`src/rtl/exc_pkg.sv`:
```
// exc_pkg: shared definitions for the exception controller.
// Holds the ExcCode values, the exc_src flag positions, the CP0 Status bit
// positions, the FSM state type, the default exception vector and the
// priority resolver used in the IDLE state.
// Optional feature macro used elsewhere in this slice: EXC_TIMER_EN.
package exc_pkg;

    // Redirect target for every exception other than ERET.
    localparam logic [31:0] DEFAULT_EXC_VECTOR = 32'hBFC0_0380;

    // Cause.ExcCode values.
    localparam logic [4:0] EXC_INT  = 5'h00;
    localparam logic [4:0] EXC_ADEL = 5'h04;
    localparam logic [4:0] EXC_ADES = 5'h05;
    localparam logic [4:0] EXC_SYS  = 5'h08;
    localparam logic [4:0] EXC_BP   = 5'h09;
    localparam logic [4:0] EXC_RI   = 5'h0a;
    localparam logic [4:0] EXC_OV   = 5'h0c;

    // Bit positions inside exc_src; bits [1:0] carry nothing.
    localparam int SRC_ADEF = 7;
    localparam int SRC_SYS  = 6;
    localparam int SRC_BP   = 5;
    localparam int SRC_ERET = 4;
    localparam int SRC_RI   = 3;
    localparam int SRC_OV   = 2;

    // CP0 Status fields consulted for interrupt acceptance.
    localparam int STATUS_IE     = 0;
    localparam int STATUS_EXL    = 1;
    localparam int STATUS_IM_LSB = 8;

    // Controller FSM: IDLE resolves, COMMIT writes CP0, FLUSH redirects.
    typedef enum logic [1:0] {
        ST_IDLE   = 2'd0,
        ST_COMMIT = 2'd1,
        ST_FLUSH  = 2'd2
    } exc_state_e;

    // Outcome of one resolution attempt.
    typedef struct packed {
        logic       valid;         // some source is active
        logic       is_eret;       // winner is ERET (no CP0 write)
        logic       badv_we;       // winner is AdEL/AdES
        logic       badv_from_pc;  // BadVAddr comes from the fetch PC
        logic [4:0] code;          // ExcCode for non-ERET winners
    } exc_res_t;

    // Fixed-priority pick among all sources, highest first:
    // Int, AdEL (fetch or load), AdES, Sys, Bp, ERET, RI, Ov.
    function automatic exc_res_t exc_resolve(
        input logic       int_pend,
        input logic [7:0] src,
        input logic       err_l,
        input logic       err_s
    );
        exc_res_t r;
        r       = '0;
        r.valid = 1'b1;
        if (int_pend) begin
            r.code = EXC_INT;
        end else if (src[SRC_ADEF] || err_l) begin
            r.code         = EXC_ADEL;
            r.badv_we      = 1'b1;
            // A bad fetch address is the earlier fault, so it names BadVAddr.
            r.badv_from_pc = src[SRC_ADEF];
        end else if (err_s) begin
            r.code    = EXC_ADES;
            r.badv_we = 1'b1;
        end else if (src[SRC_SYS]) begin
            r.code = EXC_SYS;
        end else if (src[SRC_BP]) begin
            r.code = EXC_BP;
        end else if (src[SRC_ERET]) begin
            r.is_eret = 1'b1;
        end else if (src[SRC_RI]) begin
            r.code = EXC_RI;
        end else if (src[SRC_OV]) begin
            r.code = EXC_OV;
        end else begin
            r.valid = 1'b0;
        end
        return r;
    endfunction

endpackage

```
`src/rtl/exception_ctrl_if.sv`:
```
// exception_ctrl_if: MEM-stage / CP0 side of the exception controller.
// With EXC_TIMER_EN defined the Count/Compare timer signals are added.
interface exception_ctrl_if
    import exc_pkg::*;
#(
    parameter int N_IRQ = 6
);

    // Handshake: mem_valid offers the MEM-stage instruction; the controller
    // consumes it only on a clock edge where stall_req is low (IDLE). While
    // stall_req is high the pipeline holds IF..MEM and anything offered on
    // mem_valid is not consumed, so it must be presented again afterwards.
    logic             mem_valid;
    logic [7:0]       exc_src;
    logic             addr_err_l;
    logic             addr_err_s;
    logic             in_delay_slot;
    logic [31:0]      inst_pc;
    logic [31:0]      bad_addr;
    logic [N_IRQ-1:0] hw_int;
    logic [31:0]      cp0_status;
    logic [1:0]       cp0_cause_ip_sw;
    logic [31:0]      cp0_epc;

    logic             stall_req;
    logic             flush;
    logic [31:0]      redirect_pc;
    logic             cp0_we;
    logic [4:0]       exc_code;
    logic [31:0]      epc_out;
    logic             bd_out;
    logic             badvaddr_we;
    logic [31:0]      badvaddr_out;
    logic             eret_commit;
    logic [N_IRQ-1:0] ip_hw;
    exc_state_e       dbg_state;

`ifdef EXC_TIMER_EN
    logic [31:0]      count_out;
    logic             compare_we;
    logic [31:0]      compare_wdata;
`endif

    // Pipeline / CP0 side.
    modport master (
        output mem_valid, exc_src, addr_err_l, addr_err_s, in_delay_slot,
               inst_pc, bad_addr, hw_int, cp0_status, cp0_cause_ip_sw, cp0_epc,
        input  stall_req, flush, redirect_pc, cp0_we, exc_code, epc_out, bd_out,
               badvaddr_we, badvaddr_out, eret_commit, ip_hw, dbg_state
`ifdef EXC_TIMER_EN
        , output compare_we, compare_wdata
        , input  count_out
`endif
    );

    // Exception controller side.
    modport slave (
        input  mem_valid, exc_src, addr_err_l, addr_err_s, in_delay_slot,
               inst_pc, bad_addr, hw_int, cp0_status, cp0_cause_ip_sw, cp0_epc,
        output stall_req, flush, redirect_pc, cp0_we, exc_code, epc_out, bd_out,
               badvaddr_we, badvaddr_out, eret_commit, ip_hw, dbg_state
`ifdef EXC_TIMER_EN
        , input  compare_we, compare_wdata
        , output count_out
`endif
    );

endinterface

```
`src/rtl/exc_sync.sv`:
```
// exc_sync: WIDTH-bit two-flop synchroniser with asynchronous active-low
// reset. q_o is the second flop.
module exc_sync #(
    parameter int WIDTH = 1
) (
    input  logic             clk_i,
    input  logic             rst_ni,
    input  logic [WIDTH-1:0] d_i,
    output logic [WIDTH-1:0] q_o
);

    logic [WIDTH-1:0] meta_q;
    logic [WIDTH-1:0] sync_q;

    // Two stages so a metastable first flop has a full cycle to settle.
    always_ff @(posedge clk_i or negedge rst_ni) begin
        if (!rst_ni) begin
            meta_q <= '0;
            sync_q <= '0;
        end else begin
            meta_q <= d_i;
            sync_q <= meta_q;
        end
    end

    assign q_o = sync_q;

endmodule

```
`src/rtl/exception_ctrl.sv`:
```
// exception_ctrl: resolves MEM-stage exceptions and interrupts, commits the
// winner to CP0 for one cycle, then flushes the pipeline for FLUSH_CYCLES
// cycles while redirecting fetch to the exception vector (or EPC for ERET).
// Optional feature: define EXC_TIMER_EN to add the Count/Compare timer that
// raises IP7 (hardware line 5).
module exception_ctrl
    import exc_pkg::*;
#(
    parameter int          N_IRQ        = 6,
    parameter logic [31:0] EXC_VECTOR   = DEFAULT_EXC_VECTOR,
    parameter int          FLUSH_CYCLES = 2
) (
    input  logic            clk,
    input  logic            resetn,
    exception_ctrl_if.slave bus
);

    // Counter value loaded on COMMIT->FLUSH; FLUSH ends when it reaches zero.
    localparam logic [2:0] FLUSH_LOAD = 3'(FLUSH_CYCLES - 1);

    exc_state_e       state_q;
    exc_state_e       state_d;
    logic [2:0]       cnt_q;
    logic [2:0]       cnt_d;
    logic             run_q;

    logic [N_IRQ-1:0] sync_hw;
    logic [N_IRQ-1:0] ip_hw;
    logic             timer_irq;
    logic [5:0]       timer_mask;
    logic [7:0]       ip_all;
    logic             int_pend;
    exc_res_t         res;
    logic             fire;

    // Fields captured at the resolving edge (and redirect at COMMIT).
    logic [4:0]       code_q;
    logic [31:0]      epc_q;
    logic             bd_q;
    logic [31:0]      badv_q;
    logic             badv_we_q;
    logic             eret_q;
    logic [31:0]      redirect_q;

    logic             unused_bits;

    exc_sync #(
        .WIDTH (N_IRQ)
    ) u_sync (
        .clk_i  (clk),
        .rst_ni (resetn),
        .d_i    (bus.hw_int),
        .q_o    (sync_hw)
    );

`ifdef EXC_TIMER_EN
    logic        tick_q;
    logic [31:0] count_q;
    logic [31:0] count_inc;
    logic [31:0] compare_q;
    logic        timer_q;

    assign count_inc = count_q + 32'd1;

    // Count advances every second clock. The match is tested only on an
    // advance, so Compare=0 out of reset does not fire before Count wraps.
    // A Compare write clears the sticky request.
    always_ff @(posedge clk or negedge resetn) begin
        if (!resetn) begin
            tick_q    <= 1'b0;
            count_q   <= '0;
            compare_q <= '0;
            timer_q   <= 1'b0;
        end else begin
            tick_q <= ~tick_q;
            if (tick_q) begin
                count_q <= count_inc;
            end
            if (bus.compare_we) begin
                compare_q <= bus.compare_wdata;
                timer_q   <= 1'b0;
            end else if (tick_q && (count_inc == compare_q)) begin
                timer_q <= 1'b1;
            end
        end
    end

    assign timer_irq     = timer_q;
    assign bus.count_out = count_q;
`else
    assign timer_irq = 1'b0;
`endif

    // The timer joins hardware line 5 after synchronisation (IP7).
    assign timer_mask = {timer_irq, 5'b0_0000};
    assign ip_hw      = sync_hw | timer_mask[N_IRQ-1:0];

    // Build the Cause.IP view and test it against Status.IM / EXL / IE.
    always_comb begin
        ip_all                 = 8'h00;
        ip_all[2 +: N_IRQ]     = ip_hw;
        ip_all[1:0]            = bus.cp0_cause_ip_sw;
        int_pend = ((ip_all & bus.cp0_status[STATUS_IM_LSB +: 8]) != 8'h00)
                   && !bus.cp0_status[STATUS_EXL]
                   && bus.cp0_status[STATUS_IE];
    end

    // Pick the highest-priority active source for the MEM-stage instruction.
    always_comb begin
        res  = exc_resolve(int_pend, bus.exc_src, bus.addr_err_l, bus.addr_err_s);
        fire = (state_q == ST_IDLE) && run_q && bus.mem_valid && res.valid;
    end

    // Reset release is retimed: resolution is held off until one edge after
    // resetn rises, so the first possible resolving edge is the second one.
    always_ff @(posedge clk or negedge resetn) begin
        if (!resetn) begin
            run_q <= 1'b0;
        end else begin
            run_q <= 1'b1;
        end
    end

    // FSM state and flush counter registers.
    always_ff @(posedge clk or negedge resetn) begin
        if (!resetn) begin
            state_q <= ST_IDLE;
            cnt_q   <= 3'd0;
        end else begin
            state_q <= state_d;
            cnt_q   <= cnt_d;
        end
    end

    // Next state: IDLE -> COMMIT on a resolution, one COMMIT cycle, then
    // FLUSH until the down-counter has expired.
    always_comb begin
        state_d = state_q;
        cnt_d   = cnt_q;
        unique case (state_q)
            ST_IDLE: begin
                if (fire) begin
                    state_d = ST_COMMIT;
                end
            end
            ST_COMMIT: begin
                state_d = ST_FLUSH;
                cnt_d   = FLUSH_LOAD;
            end
            ST_FLUSH: begin
                if (cnt_q == 3'd0) begin
                    state_d = ST_IDLE;
                end else begin
                    cnt_d = cnt_q - 3'd1;
                end
            end
            default: begin
                state_d = ST_IDLE;
            end
        endcase
    end

    // Capture the resolved event on the resolving edge; capture the redirect
    // target at the end of COMMIT so ERET uses the EPC seen during COMMIT.
    always_ff @(posedge clk or negedge resetn) begin
        if (!resetn) begin
            code_q     <= 5'd0;
            epc_q      <= '0;
            bd_q       <= 1'b0;
            badv_q     <= '0;
            badv_we_q  <= 1'b0;
            eret_q     <= 1'b0;
            redirect_q <= '0;
        end else begin
            if (fire) begin
                code_q    <= res.code;
                epc_q     <= bus.in_delay_slot ? (bus.inst_pc - 32'd4) : bus.inst_pc;
                bd_q      <= bus.in_delay_slot;
                badv_q    <= res.badv_from_pc ? bus.inst_pc : bus.bad_addr;
                badv_we_q <= res.badv_we;
                eret_q    <= res.is_eret;
            end
            if (state_q == ST_COMMIT) begin
                redirect_q <= eret_q ? bus.cp0_epc : EXC_VECTOR;
            end
        end
    end

    // Outputs decode from state; every field is zero outside its own phase.
    always_comb begin
        bus.stall_req    = (state_q != ST_IDLE);
        bus.flush        = 1'b0;
        bus.redirect_pc  = '0;
        bus.cp0_we       = 1'b0;
        bus.exc_code     = 5'd0;
        bus.epc_out      = '0;
        bus.bd_out       = 1'b0;
        bus.badvaddr_we  = 1'b0;
        bus.badvaddr_out = '0;
        bus.eret_commit  = 1'b0;
        if (state_q == ST_COMMIT) begin
            bus.eret_commit = eret_q;
            if (!eret_q) begin
                bus.cp0_we       = 1'b1;
                bus.exc_code     = code_q;
                bus.epc_out      = epc_q;
                bus.bd_out       = bd_q;
                bus.badvaddr_we  = badv_we_q;
                bus.badvaddr_out = badv_q;
            end
        end
        if (state_q == ST_FLUSH) begin
            bus.flush       = 1'b1;
            bus.redirect_pc = redirect_q;
        end
    end

    assign bus.ip_hw     = ip_hw;
    assign bus.dbg_state = state_q;

    // Status bits other than IE/EXL/IM and the spare exc_src bits are not used.
    assign unused_bits = ^{bus.cp0_status[31:16], bus.cp0_status[7:2], bus.exc_src[1:0]};

endmodule

```
`src/flat_wrapper.sv`:
```
// flat-port wrapper written by rule: the top's interface ports become plain ports
module exception_ctrl_flat import exc_pkg::*;
#(
    parameter int          N_IRQ        = 6,
    parameter logic [31:0] EXC_VECTOR   = DEFAULT_EXC_VECTOR,
    parameter int          FLUSH_CYCLES = 2
)
  (clk, resetn, bus_mem_valid, bus_exc_src, bus_addr_err_l, bus_addr_err_s, bus_in_delay_slot, bus_inst_pc, bus_bad_addr, bus_hw_int, bus_cp0_status, bus_cp0_cause_ip_sw, bus_cp0_epc, bus_stall_req, bus_flush, bus_redirect_pc, bus_cp0_we, bus_exc_code, bus_epc_out, bus_bd_out, bus_badvaddr_we, bus_badvaddr_out, bus_eret_commit, bus_ip_hw, bus_dbg_state);
  exception_ctrl_if #(.N_IRQ(N_IRQ)) bus_i ();
  input  logic clk;
  input  logic resetn;
  input wire logic [$bits(bus_i.mem_valid)-1:0] bus_mem_valid;
  input wire logic [$bits(bus_i.exc_src)-1:0] bus_exc_src;
  input wire logic [$bits(bus_i.addr_err_l)-1:0] bus_addr_err_l;
  input wire logic [$bits(bus_i.addr_err_s)-1:0] bus_addr_err_s;
  input wire logic [$bits(bus_i.in_delay_slot)-1:0] bus_in_delay_slot;
  input wire logic [$bits(bus_i.inst_pc)-1:0] bus_inst_pc;
  input wire logic [$bits(bus_i.bad_addr)-1:0] bus_bad_addr;
  input wire logic [$bits(bus_i.hw_int)-1:0] bus_hw_int;
  input wire logic [$bits(bus_i.cp0_status)-1:0] bus_cp0_status;
  input wire logic [$bits(bus_i.cp0_cause_ip_sw)-1:0] bus_cp0_cause_ip_sw;
  input wire logic [$bits(bus_i.cp0_epc)-1:0] bus_cp0_epc;
  output wire logic [$bits(bus_i.stall_req)-1:0] bus_stall_req;
  output wire logic [$bits(bus_i.flush)-1:0] bus_flush;
  output wire logic [$bits(bus_i.redirect_pc)-1:0] bus_redirect_pc;
  output wire logic [$bits(bus_i.cp0_we)-1:0] bus_cp0_we;
  output wire logic [$bits(bus_i.exc_code)-1:0] bus_exc_code;
  output wire logic [$bits(bus_i.epc_out)-1:0] bus_epc_out;
  output wire logic [$bits(bus_i.bd_out)-1:0] bus_bd_out;
  output wire logic [$bits(bus_i.badvaddr_we)-1:0] bus_badvaddr_we;
  output wire logic [$bits(bus_i.badvaddr_out)-1:0] bus_badvaddr_out;
  output wire logic [$bits(bus_i.eret_commit)-1:0] bus_eret_commit;
  output wire logic [$bits(bus_i.ip_hw)-1:0] bus_ip_hw;
  output wire logic [$bits(bus_i.dbg_state)-1:0] bus_dbg_state;
  assign bus_i.mem_valid = bus_mem_valid;
  assign bus_i.exc_src = bus_exc_src;
  assign bus_i.addr_err_l = bus_addr_err_l;
  assign bus_i.addr_err_s = bus_addr_err_s;
  assign bus_i.in_delay_slot = bus_in_delay_slot;
  assign bus_i.inst_pc = bus_inst_pc;
  assign bus_i.bad_addr = bus_bad_addr;
  assign bus_i.hw_int = bus_hw_int;
  assign bus_i.cp0_status = bus_cp0_status;
  assign bus_i.cp0_cause_ip_sw = bus_cp0_cause_ip_sw;
  assign bus_i.cp0_epc = bus_cp0_epc;
  assign bus_stall_req = bus_i.stall_req;
  assign bus_flush = bus_i.flush;
  assign bus_redirect_pc = bus_i.redirect_pc;
  assign bus_cp0_we = bus_i.cp0_we;
  assign bus_exc_code = bus_i.exc_code;
  assign bus_epc_out = bus_i.epc_out;
  assign bus_bd_out = bus_i.bd_out;
  assign bus_badvaddr_we = bus_i.badvaddr_we;
  assign bus_badvaddr_out = bus_i.badvaddr_out;
  assign bus_eret_commit = bus_i.eret_commit;
  assign bus_ip_hw = bus_i.ip_hw;
  assign bus_dbg_state = bus_i.dbg_state;
  exception_ctrl #(.N_IRQ(N_IRQ), .EXC_VECTOR(EXC_VECTOR), .FLUSH_CYCLES(FLUSH_CYCLES)) u_core (.clk(clk), .resetn(resetn), .bus(bus_i));
endmodule
```
`config.mk`:
```
export PLATFORM = sky130hd
export DESIGN_NAME = exception_ctrl_flat
export DESIGN_NICKNAME = d
export VERILOG_FILES = /design/src/rtl/exc_pkg.sv /design/src/rtl/exception_ctrl_if.sv /design/src/rtl/exc_sync.sv /design/src/rtl/exception_ctrl.sv /design/src/flat_wrapper.sv
export SDC_FILE = /design/constraint.sdc
export NUM_CORES = 1
export LEC_CHECK = 0
export BUFFER_PORTS_ARGS = -buffer_cell sky130_fd_sc_hd__buf_2
export CORE_MARGIN = 2
export CORE_UTILIZATION = 48
export CTS_CLUSTER_SIZE = 24
export DETAILED_ROUTE_END_ITERATION = 16
export GPL_TIMING_DRIVEN = 1
export PLACE_DENSITY = 0.81
export SYNTH_ARGS = -nofsm -noshare
export SYNTH_HDL_FRONTEND = slang
export SYNTH_HIERARCHICAL = 1
export SYNTH_SLANG_ARGS = --single-unit
```
`constraint.sdc`:
```
create_clock -name clk -period 2.05 [get_ports clk]
set_input_delay 0.205 -clock clk [delete_from_list [all_inputs] [get_ports clk]]
set_output_delay 0.205 -clock clk [all_outputs]
set_load 0.005 [all_outputs]
```
Word-level counts from Yosys, hierarchy flattened
Index checks and enable logic that the tools add are counted.
Storage, ports and cells
  output and inout port bits: 115
  input bits: 150
  flip-flop bits (word level): 122
  word-level logic and storage cells: 77
Operators by class
  add/subtract/negate cells: 2
  reductions and logical operators: 14
  eq/ne operators: 5
  bitwise logic cells: 1
  multiplexer cells: 43
Operators with widths (number)
  32-bit 2-to-1 mux: 8
  5-bit 2-to-1 mux: 9
  32-bit by 3-bit subtractor with 32-bit output, second input constant: 1
  1-bit 2-to-1 mux: 15
  2-bit 2-to-1 mux: 6
  8-bit bitwise AND: 1
  4-bit 2-to-1 mux: 2
  8-bit nonzero test: 1
  2-bit one-hot mux with 3 select lines: 1
  3-bit one-hot mux with 2 select lines: 1
  1-bit logical AND: 5
  2-bit by 1-bit != test with 1-bit output, second input constant: 2
  2-bit AND reduction: 2
  2-bit nonzero test: 2
  3-bit zero test: 1
  3-bit 2-to-1 mux: 1
  3-bit by 1-bit subtractor with 3-bit output, second input constant: 1
  2-bit by 1-bit equality test with 1-bit output, second input constant: 1
  2-bit equality test, second input constant: 1
  2-bit zero test: 1
  2-bit != test, second input constant: 1
  1-bit zero test: 1
  1-bit logical OR: 1

Logic depth before layout (Yosys ltp)
Gate-level depths: netlist of the first run.
  depth in word-level cells: 11
  depth in mapped cells: 7
  gate-level depth less buffers: 7

Cells and area by module
The synthesis of the first run kept the hierarchy.
By module, submodules not included
  exception_ctrl: cells each 684, area each 5835.6 um^2, times used 1
  exc_sync: cells each 12, area each 300.3 um^2, times used 1

Least setup slack after synthesis of the first run
OpenSTA, ideal clock, no wires.
  kind: register to register
  start: reg u_core.u_sync.sync_q[0], in the netlist u_core/u_sync/q_o[0]
  end: reg u_core.bd_q
  period minus slack after synthesis: 1.900 ns
  data arrival time: 1.773 ns
  stages on the path, launching flop included: 6
  setup slack: 0.150 ns
  path through: dfrtp_1 > a22o_1 > o41ai_4 > a41oi_4 > buf_2 > mux2_1
Between the ends
  cells in the longest elaborated chain, start to end: 6
Ends and longest elaborated chain
  from (decl): line exc_sync.sv:13  | logic [WIDTH-1:0] sync_q;
  from (signal assigned): line exc_sync.sv:22  | sync_q <= meta_q;
  8-bit bitwise AND: line exception_ctrl.sv:103  | int_pend = ((ip_all & bus.cp0_status[STATUS_IM_LSB +: 8]) != 8'h00)
  8-bit nonzero test: line exception_ctrl.sv:103
  1-bit logical AND: line exception_ctrl.sv:104  | && !bus.cp0_status[STATUS_EXL]
  1-bit logical AND: line exception_ctrl.sv:105  | && bus.cp0_status[STATUS_IE];
  4-bit 2-to-1 mux: line exc_pkg.sv:60  | if (int_pend) begin
  1-bit logical AND: line exception_ctrl.sv:111  | fire = (state_q == ST_IDLE) && run_q && bus.mem_valid && res.valid;
  to (signal assigned): line exception_ctrl.sv:178  | bd_q <= bus.in_delay_slot;
  to (decl): line exception_ctrl.sv:39  | logic bd_q;
Every way passes these cells.
A chain may end at the register's enable or synchronous reset.

Worst setup path after layout of the first run
  start: reg u_core.state_q[1], in the netlist u_core/bus.dbg_state[1]
  end: out bus_epc_out[4]
Between the ends
  cells in the longest elaborated chain, start to end: 2
Ends and longest elaborated chain
  from (decl): line exception_ctrl.sv:21  | exc_state_e state_q;
  from (signal assigned): line exception_ctrl.sv:130  | state_q <= state_d;
  2-bit by 1-bit equality test with 1-bit output: line exception_ctrl.sv:201  | if (state_q == ST_COMMIT) begin
  32-bit 2-to-1 mux: line exception_ctrl.sv:201
  to (decl): line flat_wrapper.sv:28  | output wire logic [$bits(bus_i.epc_out)-1:0] bus_epc_out;
Every way passes these cells.

==> results of run 1 <==
==> placed cells by master (no fill, tap or decap), drive strengths merged, types with 3 or more instances in the layout <==
master       Yosys  final
dlygate4sd3      0      7
xor2             9      9
a21oi           32     32
mux2             6      6
nand3b           3      3
nor2            87     87
nor4             7      7
a31oi           34     34
inv             10     10
clkbuf          29     31
ha               3      3
xnor2           18     18
nand2          129    129
or3              6      6
buf             15    275
nand3            6      6
o21ai           35     35
o22ai            3      3
dfrtp          121    121
bufinv           0      3
a22o             4      4
nor3            11     11
and2           101    101
==> power groups by stage <==
| stage | Clock (mW) | Combinational (mW) | Sequential (mW) |
|---|---|---|---|
| final | 3.23 | 2.69 | 3.70 |
| after global routing | 3.41 | 3.03 | 3.82 |
| after CTS | 3.28 | 2.43 | 3.68 |
| after detailed placement | 0 | 2.40 | 3.70 |
| after global placement | 0 | 2.32 | 3.66 |
| after floorplan | 0 | 1.49 | 3.57 |
==> final timing paths <==
path                                    startpoint                    end  slack (ps)
hold reg to reg            u_core/u_sync/meta_q[5]   u_core/u_sync/q_o[5]         350
setup / recovery           u_core/bus.dbg_state[1]         bus_epc_out[4]          40
max in group asynchronous                   resetn       u_core/epc_q[17]        1350
min in group asynchronous                   resetn  u_core/redirect_q[31]         130
hold / removal                    bus_bad_addr[15]      u_core/badv_q[15]          40
setup reg to reg              u_core/u_sync/q_o[0]            u_core/bd_q          50
==> layout make-up <==
type / count / area [um^2] / share of cell area (%)
flip-flops and latches: 121 / 3030 / 35.0
multi-input cells: 521 / 2930 / 33.9
repair buffers: 286 / 1790 / 20.6
clock buffers: 27 / 553 / 6.39
well taps: 172 / 215 / 2.49
clock inverters: 5 / 103 / 1.19
inverters: 10 / 37.5 / 0.434
==> registers in the layout, indices dropped and copies added (netlist names) <==
| name | flops |
|---|---|
| u_core/run_q | 1 |
| u_core/eret_q | 1 |
| u_core/bus.dbg_state | 2 |
| u_core/cnt_q | 3 |
| u_core/code_q | 4 |
| u_core/redirect_q | 32 |
| u_core/badv_q | 32 |
| u_core/badv_we_q | 1 |
| u_core/u_sync/q_o | 6 |
| u_core/bd_q | 1 |
| u_core/epc_q | 32 |
| u_core/u_sync/meta_q | 6 |
==> worst max-delay path: cells and delay by family (launching register included) <==
| family | cells | cell delay (ps) |
|---|---|---|
| and+or+nand+nor | 3 | 420 |
| buffers and inverters | 4 | 530 |
| DFF | 1 | 450 |
==> what timing repair did <==
item | in CTS | in global routing
pin swaps | 1 | 5
endpoints found under the setup margin | 2 | 115
setup buffers | 1 | 15
hold endpoints to repair | 127 | 0
hold buffers | 7 | 0
gates cloned | 0 | 6
gates resized for setup | 1 | 24
==> cell families (layout without fill, tap and decap cells) <==
kind of cell / Yosys count / in the layout / synth area share (%)
AO/OA/AOI/OAI: 116 / 116 / 11.5
XOR/XNOR: 27 / 27 / 3.85
adder cells (fa/ha/maj): 3 / 3 / 0.612
buffers and inverters: 54 / 328 / 3.65
flip-flops: 121 / 121 / 49.3
multiplexers: 7 / 7 / 1.26
other: 2 / 2 / 0.122
AND/OR/NAND/NOR: 366 / 366 / 29.6
==> stage by stage <==
step / power (mW) / area [um^2] / worst slack, ps
floorplan: 5.06 / 6140 / 150
global placement: 5.97 / 7630 / 84.4
detailed placement: 6.11 / 7630 / 10.5
CTS: 9.39 / 8370 / 25.6
global route: 10.3 / 8650 / -35.1
finish: 9.63 / 8650 / 36.1
==> per-layer routing <==
layer	track usage, %	part of all wire [%]	vias up
met5	0	0	-
met2	41.7	50	242
met1	28.8	41	2813
met3	7.67	7.6	22
li1	-	-	2826
met4	8.31	1.5	0
==> results.py, run 1 <==
metrics = {
    "die": {
        "die_y_um": 117,
        "rows": 41,
        "core_um2": 12600,
        "floorplan.die_area_um2": 13700,
        "i_o_pin_total": 265,
        "die_width_um": 117,
        "floorplan.initialDensity_pct": 48.8,
    },
    "worst_hold_path": {
        "hp-class": "input port to register",
        "number_of_instances_on_the_worst_hold_path": 3,
    },
    "setup_path": {
        "maximum_fanout_encountered_on_the_critical_timing_path": 17,
        "timing.critical_path.slowest_cell_delay_ps": 450,
        "ff2ff_path_depth": 7,
        "cp.arrival_ps": 1810,
        "crit_chain": "inv_2 -> nand2_2 -> nor2_4 -> buf_12 -> buf_8 -> and2_1 -> buf_2",
        "worst_setup_path_end_kind": "output port",
        "cp.required_ps": 1850,
        "crit_slowest_cell": "sky130_fd_sc_hd__dfrtp_2",
        "worstSetupStartpointType": "register",
        "timing.setup.critical_path_class": "register to output port",
    },
    "pwr": {
        "netSwitchingPower_mw": 2.86,
        "cellLeakagePower_nw": 4.23,
        "cell_int_power_mw": 6.77,
        "power.share.sequential_pct": 38.5,
        "clock_power_share_pct": 33.6,
        "cellPowerDensity_nw_per_um2": 1110,
        "share_comb_of_total_power_pct": 28.0,
        "netSwitchingFraction_pct": 29.7,
        "vdd.ir_drop.worst_mv": 0.577,
    },
    "layout": {
        "nets": 1110,
        "drive_gt1_share_pct": 35.3,
        "layout.filler_cells": 1009,
        "instances_no_fill": 1142,
        "antenna-diode-count": 0,
        "layout-area-overhead-vs-synth_pct": 41.0,
        "fin_util_pct": 68.8,
    },
    "logic_synthesis": {
        "netlist-cell-type-count": 51,
        "synth_fp_nets": 849,
        "synth_sequential_area_ratio_pct": 49.3,
        "synth_largest_type_area_fraction_pct": 49.3,
        "number_of_warnings_printed_during_yosys_synthesis": 6,
        "dominantRegCellSynth": "sky130_fd_sc_hd__dfrtp_1",
        "netlist_instances": 696,
        "ys_top_cells_by_count": "sky130_fd_sc_hd__nand2_1 (129), sky130_fd_sc_hd__dfrtp_1 (121), sky130_fd_sc_hd__and2_1 (100)",
        "yosys.cell_count.top_type": "sky130_fd_sc_hd__nand2_1",
        "ys_top_cells_by_area": "sky130_fd_sc_hd__dfrtp_1 (49%), sky130_fd_sc_hd__and2_1 (10%), sky130_fd_sc_hd__nand2_1 (7.9%)",
        "synth-async-reset-ratio_pct": 100,
        "synth_top_cell_by_area": "sky130_fd_sc_hd__dfrtp_1",
        "synth_enable_flop_cells": 0,
        "postSynthAreaPerCell_um2": 8.82,
        "ys_seq_elements": 121,
        "synth_area_um2": 6140,
    },
    "grt": {
        "via_count_of_the_first_global_routing_pass": 5260,
        "grt_max_degree": 70,
        "grt_first_pass_wirelength_um": 25600,
        "global_route.usage.total_pct": 24.2,
        "grt_antenna_before_repair": 0,
        "grt-ovfl-total": 0,
    },
    "clocking": {
        "tritoncts": "done",
        "cts_buffer_depth": 2,
        "clkSlewWorstSetupHoldPaths_ps": 60,
        "cts_num_sinks": 121,
        "h-tree-depth": 4,
        "root_buffer": "sky130_fd_sc_hd__clkbuf_16",
        "numCtsBuffers": 17,
        "clk-insertion-delay-late_ps": 410,
    },
    "sta": {
        "fin_hold_ws_ps": 36.9,
        "min_period_over_period_pct": 98.2,
        "setup-violations-final": 0,
        "period_minus_slack_ps": 2010,
        "fmax_mhz": 497,
        "timing.final.max_slew_violations": 0,
        "timing.slew.headroom_pct": 62.0,
        "worst_slew_pin_slew_ps": 566,
        "hold_viol": 0,
        "skew_ps": 6.89,
        "timing.setup.tns_ps": 0,
        "rsz0062_at_grt": "true",
    },
    "placement": {
        "buffer_ports.inserted": 239,
        "post-place-cells": 1082,
        "gp_congestion": 0.827,
        "detailed_place_hpwl_um": 11600,
    },
    "run": {
        "max_cap_violations": 0,
    },
    "route": {
        "routedWlPerCell_um": 15.8,
        "antenna_nets_post_route": 0,
        "drt_pre_antenna_iters": 5,
        "post_drt_via_cell_ratio": 5.17,
        "total_routed_length_um": 18000,
        "drtIter0Drc": 414,
        "vias": 5903,
        "drc": 0,
    },
    "status": {
        "status": "finished, final reports clean",
    },
}
No activity file was read; power rests on OpenSTA's default activity.
==> run 2: changes to the inputs <==
--- a/config.mk
+++ b/config.mk
@@ -12,6 +12,7 @@
 export DETAILED_ROUTE_END_ITERATION = 16
 export GPL_TIMING_DRIVEN = 1
 export PLACE_DENSITY = 0.81
+export REMOVE_ABC_BUFFERS = 1
 export SYNTH_ARGS = -nofsm -noshare
 export SYNTH_HDL_FRONTEND = slang
 export SYNTH_HIERARCHICAL = 1
==> results.py, run 2 (synthesis results as in run 1) <==
metrics = {
    "status": {
        "status": "finished, final reports clean",
    },
    "sta": {
        "skew_ps": 7.61,
        "setup-violations-final": 0,
        "min_period_over_period_pct": 99.6,
        "hold_viol": 0,
        "timing.slew.headroom_pct": 54.3,
        "timing.final.max_slew_violations": 0,
        "worst_slew_pin_slew_ps": 686,
        "setup_slack_of_the_critical_path_after_layout_ps": 8.40,
        "fmax_mhz": 490,
        "period_minus_slack_ps": 2040,
        "rsz0062_at_grt": "true",
    },
    "pwr": {
        "vdd.ir_drop.worst_mv": 0.729,
        "cellPowerDensity_nw_per_um2": 1110,
        "post-layout-total-power_mw": 9.87,
        "cellLeakagePower_nw": 4.27,
    },
    "setup_path": {
        "crit_slowest_cell": "sky130_fd_sc_hd__dfrtp_2",
        "worstSetupStartpointType": "register",
        "timing.setup.critical_path_class": "register to output port",
        "timing.critical_path.slowest_cell_delay_ps": 460,
        "cp.arrival_ps": 1840,
        "r2r_end": "u_core/badv_q[16]",
        "ff2ff_path_depth": 8,
        "rr_startpoint": "u_core/u_sync/q_o[1]",
        "kind_of_cell_adding_the_most_delay_to_the_critical_path": "buffers and inverters",
        "crit_chain": "inv_4 -> nand2_4 -> nor2_4 -> buf_12 -> clkbuf_16 -> and2_4 -> buf_6",
        "setup.reg_to_reg.worst_slack_ps": 30,
        "path_buf_inv": 4,
        "worst_setup_path_end_kind": "output port",
        "cp.required_ps": 1850,
        "maximum_fanout_encountered_on_the_critical_timing_path": 8,
    },
    "run": {
        "max_cap_violations": 0,
    },
    "placement": {
        "gp_congestion": 0.844,
        "place_ws_ps": 8.26,
        "post-place-cells": 1081,
        "placed_cell_area_um2": 7580,
        "buffer_ports.inserted": 239,
        "detailed_place_hpwl_um": 11500,
    },
    "layout": {
        "fin_util_pct": 70.8,
        "mostFrequentLayoutCells": "sky130_fd_sc_hd__buf_2 (204), sky130_fd_sc_hd__nand2_1 (128), sky130_fd_sc_hd__dfrtp_1 (120), sky130_fd_sc_hd__nor2_1 (80), sky130_fd_sc_hd__and2_1 (67)",
        "drive_gt1_share_pct": 37.7,
        "instances_no_fill": 1135,
        "antenna-diode-count": 0,
        "most_common_cell_after_layout_fill_and_taps_aside": "sky130_fd_sc_hd__buf_2",
        "multi_input_area_um2": 3010,
        "nets": 1103,
        "layout_top_registers": "u_core/badv_q x32, u_core/epc_q x32, u_core/redirect_q x32",
        "layout.cell_area.non_filler_um2": 8890,
        "layout.filler_cells": 963,
        "layout-area-overhead-vs-synth_pct": 44.9,
        "layout.area.seq_um2": 3030,
    },
    "route": {
        "post_drt_via_cell_ratio": 5.14,
        "drtIter0Drc": 395,
        "drc": 0,
        "vias": 5834,
        "total_routed_length_um": 18500,
        "drt_pre_antenna_iters": 4,
        "antenna_nets_post_route": 0,
        "routedWlPerCell_um": 16.3,
    },
    "worst_hold_path": {
        "whs_endpoint": "u_core/badv_q[7]",
        "hp-class": "input port to register",
        "hold_start": "bus_bad_addr[7]",
        "number_of_instances_on_the_worst_hold_path": 3,
    },
    "grt": {
        "grt_antenna_before_repair": 0,
        "via_count_of_the_first_global_routing_pass": 5210,
        "grt_max_degree": 122,
        "global_route.usage.total_pct": 25.0,
        "grt-ovfl-total": 0,
        "grt_first_pass_wirelength_um": 26000,
    },
    "clocking": {
        "clk-insertion-delay-late_ps": 420,
        "clkSlewWorstSetupHoldPaths_ps": 60,
        "numCtsBuffers": 17,
        "tritoncts": "done",
        "h-tree-depth": 4,
        "root_buffer": "sky130_fd_sc_hd__clkbuf_16",
        "cts_num_sinks": 121,
        "cts_buffer_depth": 2,
    },
    "die": {
        "floorplan.die_area_um2": 13700,
        "rows": 41,
        "core_um2": 12600,
        "i_o_pin_total": 265,
        "die_y_um": 117,
        "floorplan.initialDensity_pct": 48.8,
        "die_width_um": 117,
    },
}
-- run 2: final cells by class --
type | instances | area share, %
clock buffer | 25 | 5.91
clock inverter | 7 | 1.24
inverter | 10 | 0.450
multi-input combinational | 521 | 33.8
sequential | 121 | 34.1
tap | 172 | 2.42
timing repair buffer | 279 | 22.1
-- run 2: repair_timing --
| item | 4_1_cts | 5_1_grt |
|---|---|---|
| setup endpoints to repair | 19 | 121 |
| setup buffers | 1 | 7 |
| hold endpoints to repair | 127 | 0 |
| hold buffers | 7 | 0 |
| resized for setup | 5 | 85 |
| pin swaps | 0 | 27 |
| cloned | 2 | 6 |
-- run 2: power by group --
| group | leakage (nW) | internal [mW] | switching [mW] |
|---|---|---|---|
| combinational | 2.53 | 1.52 | 1.45 |
| clock | 0.319 | 2.13 | 1.04 |
| sequential | 1.42 | 3.25 | 0.469 |
| total | 4.27 | 6.91 | 2.97 |
-- run 2: layer usage --
layer,share of wire [%],GRT usage [%],vias up
met3,8.0,7.78,38
li1,-,-,2816
met5,0,0,-
met1,40,30.6,2733
met2,49,41.3,247
met4,3.1,10.4,0
-- run 2: how the worst max path moves through the flow --
stage / cells after the start / end / from / slack (ps)
after detailed placement: 6 / u_core/epc_q[24] / u_core/u_sync/q_o[0] / 8
after CTS: 7 / bus_epc_out[4] / u_core/bus.dbg_state[1] / -40
final: 7 / bus_epc_out[4] / u_core/bus.dbg_state[1] / 8
after floorplan: 3 / bus_badvaddr_out[0] / u_core/bus.dbg_state[0] / -1470
after global placement: 6 / u_core/badv_q[19] / u_core/u_sync/q_o[0] / 60
after global routing: 7 / bus_epc_out[4] / u_core/bus.dbg_state[1] / -80
-- run 2: worst min-delay path: stages --
cell	delay [ps]
sky130_fd_sc_hd__buf_2	90
sky130_fd_sc_hd__nand2_1	50
sky130_fd_sc_hd__a31oi_1	70
-- run 2: per-stage QoR --
stage	hold slack, ps	setup TNS, ps
floorplan	-90.6	-171060
global placement	314	0
detailed placement	316	0
CTS	13.2	-1000
global route	19.9	-3190
finish	28.4	0
==> run 3: changes to the inputs <==
--- a/config.mk
+++ b/config.mk
@@ -11,8 +11,7 @@
 export CTS_CLUSTER_SIZE = 24
 export DETAILED_ROUTE_END_ITERATION = 16
 export GPL_TIMING_DRIVEN = 1
-export PLACE_DENSITY = 0.81
-export REMOVE_ABC_BUFFERS = 1
+export PLACE_DENSITY_LB_ADDON = 0.08
 export SYNTH_ARGS = -nofsm -noshare
 export SYNTH_HDL_FRONTEND = slang
 export SYNTH_HIERARCHICAL = 1
==> results.py, run 3 (synthesis results as in run 1) <==
metrics = {
    "status": {
        "status": "finished, final reports clean",
    },
    "pwr": {
        "share_comb_of_total_power_pct": 27.8,
        "cellPowerDensity_nw_per_um2": 1130,
        "netSwitchingPower_mw": 2.87,
        "netSwitchingFraction_pct": 29.4,
        "vdd.ir_drop.worst_mv": 0.591,
        "power.share.sequential_pct": 37.6,
        "clock_power_share_pct": 34.6,
        "cellLeakagePower_nw": 4.24,
        "cell_int_power_mw": 6.90,
    },
    "die": {
        "rows": 41,
        "core_um2": 12600,
        "floorplan.initialDensity_pct": 48.8,
        "i_o_pin_total": 265,
        "die_width_um": 117,
        "die_y_um": 117,
        "floorplan.die_area_um2": 13700,
    },
    "grt": {
        "globalRouteMet3Util_pct": 7.11,
        "via_count_of_the_first_global_routing_pass": 5198,
        "grt_antenna_before_repair": 1,
        "layer_with_the_highest_usage": "met2",
        "grt_max_degree": 98,
        "grtUsageMet1_pct": 31.3,
        "global_route.usage.total_pct": 24.1,
        "grt-ovfl-total": 0,
        "grt_first_pass_wirelength_um": 25400,
        "grt_use_met2_pct": 38.7,
    },
    "sta": {
        "rsz0062_at_grt": "false",
        "worst_slew_pin_slew_ps": 541,
        "timing.slew.headroom_pct": 63.9,
        "fmax_mhz": 505,
        "period_minus_slack_ps": 1980,
        "timing.setup.tns_ps": 0,
        "min_period_over_period_pct": 96.6,
        "hold_viol": 0,
        "fin_hold_ws_ps": 24.0,
        "timing.final.max_slew_violations": 0,
        "skew_ps": 8.39,
        "setup-violations-final": 0,
    },
    "route": {
        "total_routed_length_um": 18300,
        "drt_pre_antenna_iters": 5,
        "antenna_nets_post_route": 0,
        "routedWlPerCell_um": 16.1,
        "vias": 5827,
        "drtIter0Drc": 442,
        "drc": 0,
        "post_drt_via_cell_ratio": 5.12,
    },
    "placement": {
        "detailed_place_hpwl_um": 11300,
        "post-place-cells": 1082,
        "placed_cell_area_um2": 7600,
        "buffer_ports.inserted": 239,
        "gp_congestion": 0.805,
    },
    "clocking": {
        "h-tree-depth": 4,
        "clk-insertion-delay-late_ps": 410,
        "cts_num_sinks": 121,
        "clkSlewWorstSetupHoldPaths_ps": 60,
        "root_buffer": "sky130_fd_sc_hd__clkbuf_16",
        "tritoncts": "done",
        "cts_buffer_depth": 2,
        "numCtsBuffers": 17,
    },
    "setup_path": {
        "maximum_fanout_encountered_on_the_critical_timing_path": 6,
        "rr_startpoint": "u_core/u_sync/q_o[1]",
        "crit_path_end": "bus_epc_out[7]",
        "ff2ff_path_depth": 6,
        "r2r_end": "u_core/epc_q[1]",
        "cp.required_ps": 1850,
        "setup.reg_to_reg.worst_slack_ps": 80,
        "cp.arrival_ps": 1780,
        "startpoint": "u_core/bus.dbg_state[1]",
        "worstSetupStartpointType": "register",
        "timing.setup.critical_path_class": "register to output port",
        "worst_setup_path_end_kind": "output port",
    },
    "layout": {
        "antenna-diode-count": 0,
        "nets": 1106,
        "layout_top_registers": "u_core/badv_q x32, u_core/epc_q x32, u_core/redirect_q x32",
        "most_common_cell_after_layout_fill_and_taps_aside": "sky130_fd_sc_hd__buf_2",
        "layout.cell_area.non_filler_um2": 8650,
        "mostFrequentLayoutCells": "sky130_fd_sc_hd__buf_2 (238), sky130_fd_sc_hd__nand2_1 (128), sky130_fd_sc_hd__dfrtp_1 (121), sky130_fd_sc_hd__and2_1 (99), sky130_fd_sc_hd__nor2_1 (84)",
        "layout-area-overhead-vs-synth_pct": 41.0,
        "drive_gt1_share_pct": 34.0,
        "layout.filler_cells": 1043,
        "instances_no_fill": 1137,
    },
    "run": {
        "max_cap_violations": 0,
    },
    "worst_hold_path": {
        "number_of_instances_on_the_worst_hold_path": 2,
        "hp-class": "input port to register",
    },
}
[run 3: cell types whose count changed in the layout (fill, tap and decap cells not counted), sizes merged]
cell	delta
buf	+2
bufinv	+2
clkinv	-2
[run 3: worst min-delay path by stage]
stage	from	end
floorplan	resetn	u_core/badv_q[0]
global placement	resetn	u_core/u_sync/q_o[2]
detailed placement	resetn	u_core/u_sync/q_o[2]
CTS	bus_inst_pc[1]	u_core/epc_q[1]
global route	bus_inst_pc[1]	u_core/epc_q[1]
finish	bus_inst_pc[1]	u_core/epc_q[1]
[run 3: final cells by class]
type	count	area (um^2)	area share, %
Timing Repair Buffer	282	1780	20.6
Inverter	10	40.0	0.463
Clock inverter	7	160	1.85
Sequential cell	121	3030	35.0
Tap cell	172	215	2.49
Multi-Input combinational cell	521	2910	33.7
Clock buffer	24	512	5.91
[run 3: power by group through the flow]
stage | logic [mW] | registers (mW) | clock network [mW]
2_1_floorplan | 1.49 | 3.57 | 0
3_3_place_gp | 2.31 | 3.64 | 0
4_1_cts | 2.42 | 3.66 | 3.41
5_1_grt | 3.04 | 3.78 | 3.54
6_report | 2.71 | 3.67 | 3.38
3_5_place_dp | 2.40 | 3.69 | 0
[run 3: per-layer routing]
| metal | share of wire (%) | wire, um |
|---|---|---|
| met1 | 42 | 7740 |
| met2 | 48 | 8810 |
| met3 | 7.9 | 1450 |
| met4 | 1.5 | 278 |
| met5 | 0.071 | 13 |
[run 3: metrics by stage]
stage / power, mW / utilization (%) / worst slack [ps]
6_report: 9.76 / 68.8 / 69.3
5_1_grt: 10.4 / 68.8 / 2.74
2_1_floorplan: 5.06 / - / 150
3_5_place_dp: 6.08 / 60.5 / 54.4
3_3_place_gp: 5.94 / 60.5 / 99.2
4_1_cts: 9.50 / 66.4 / 2.00
[run 3: what timing repair did]
action | in CTS | in global routing
endpoints found under the setup margin | 1 | 108
setup buffers | 0 | 7
pin swaps | 0 | 4
gates cloned | 0 | 10
gates resized for setup | 1 | 19
hold endpoints to repair | 44 | 0
hold buffers | 7 | 0
[run 3: worst max-delay path, cell delays in order (launching register included)]
cell                        delay (ps)
sky130_fd_sc_hd__dfrtp_1           400
sky130_fd_sc_hd__buf_6             140
sky130_fd_sc_hd__inv_4              70
sky130_fd_sc_hd__nand2_4            60
sky130_fd_sc_hd__nor2_4            130
sky130_fd_sc_hd__buf_6             160
sky130_fd_sc_hd__clkbuf_16         160
sky130_fd_sc_hd__and2_1            130
sky130_fd_sc_hd__buf_2             110
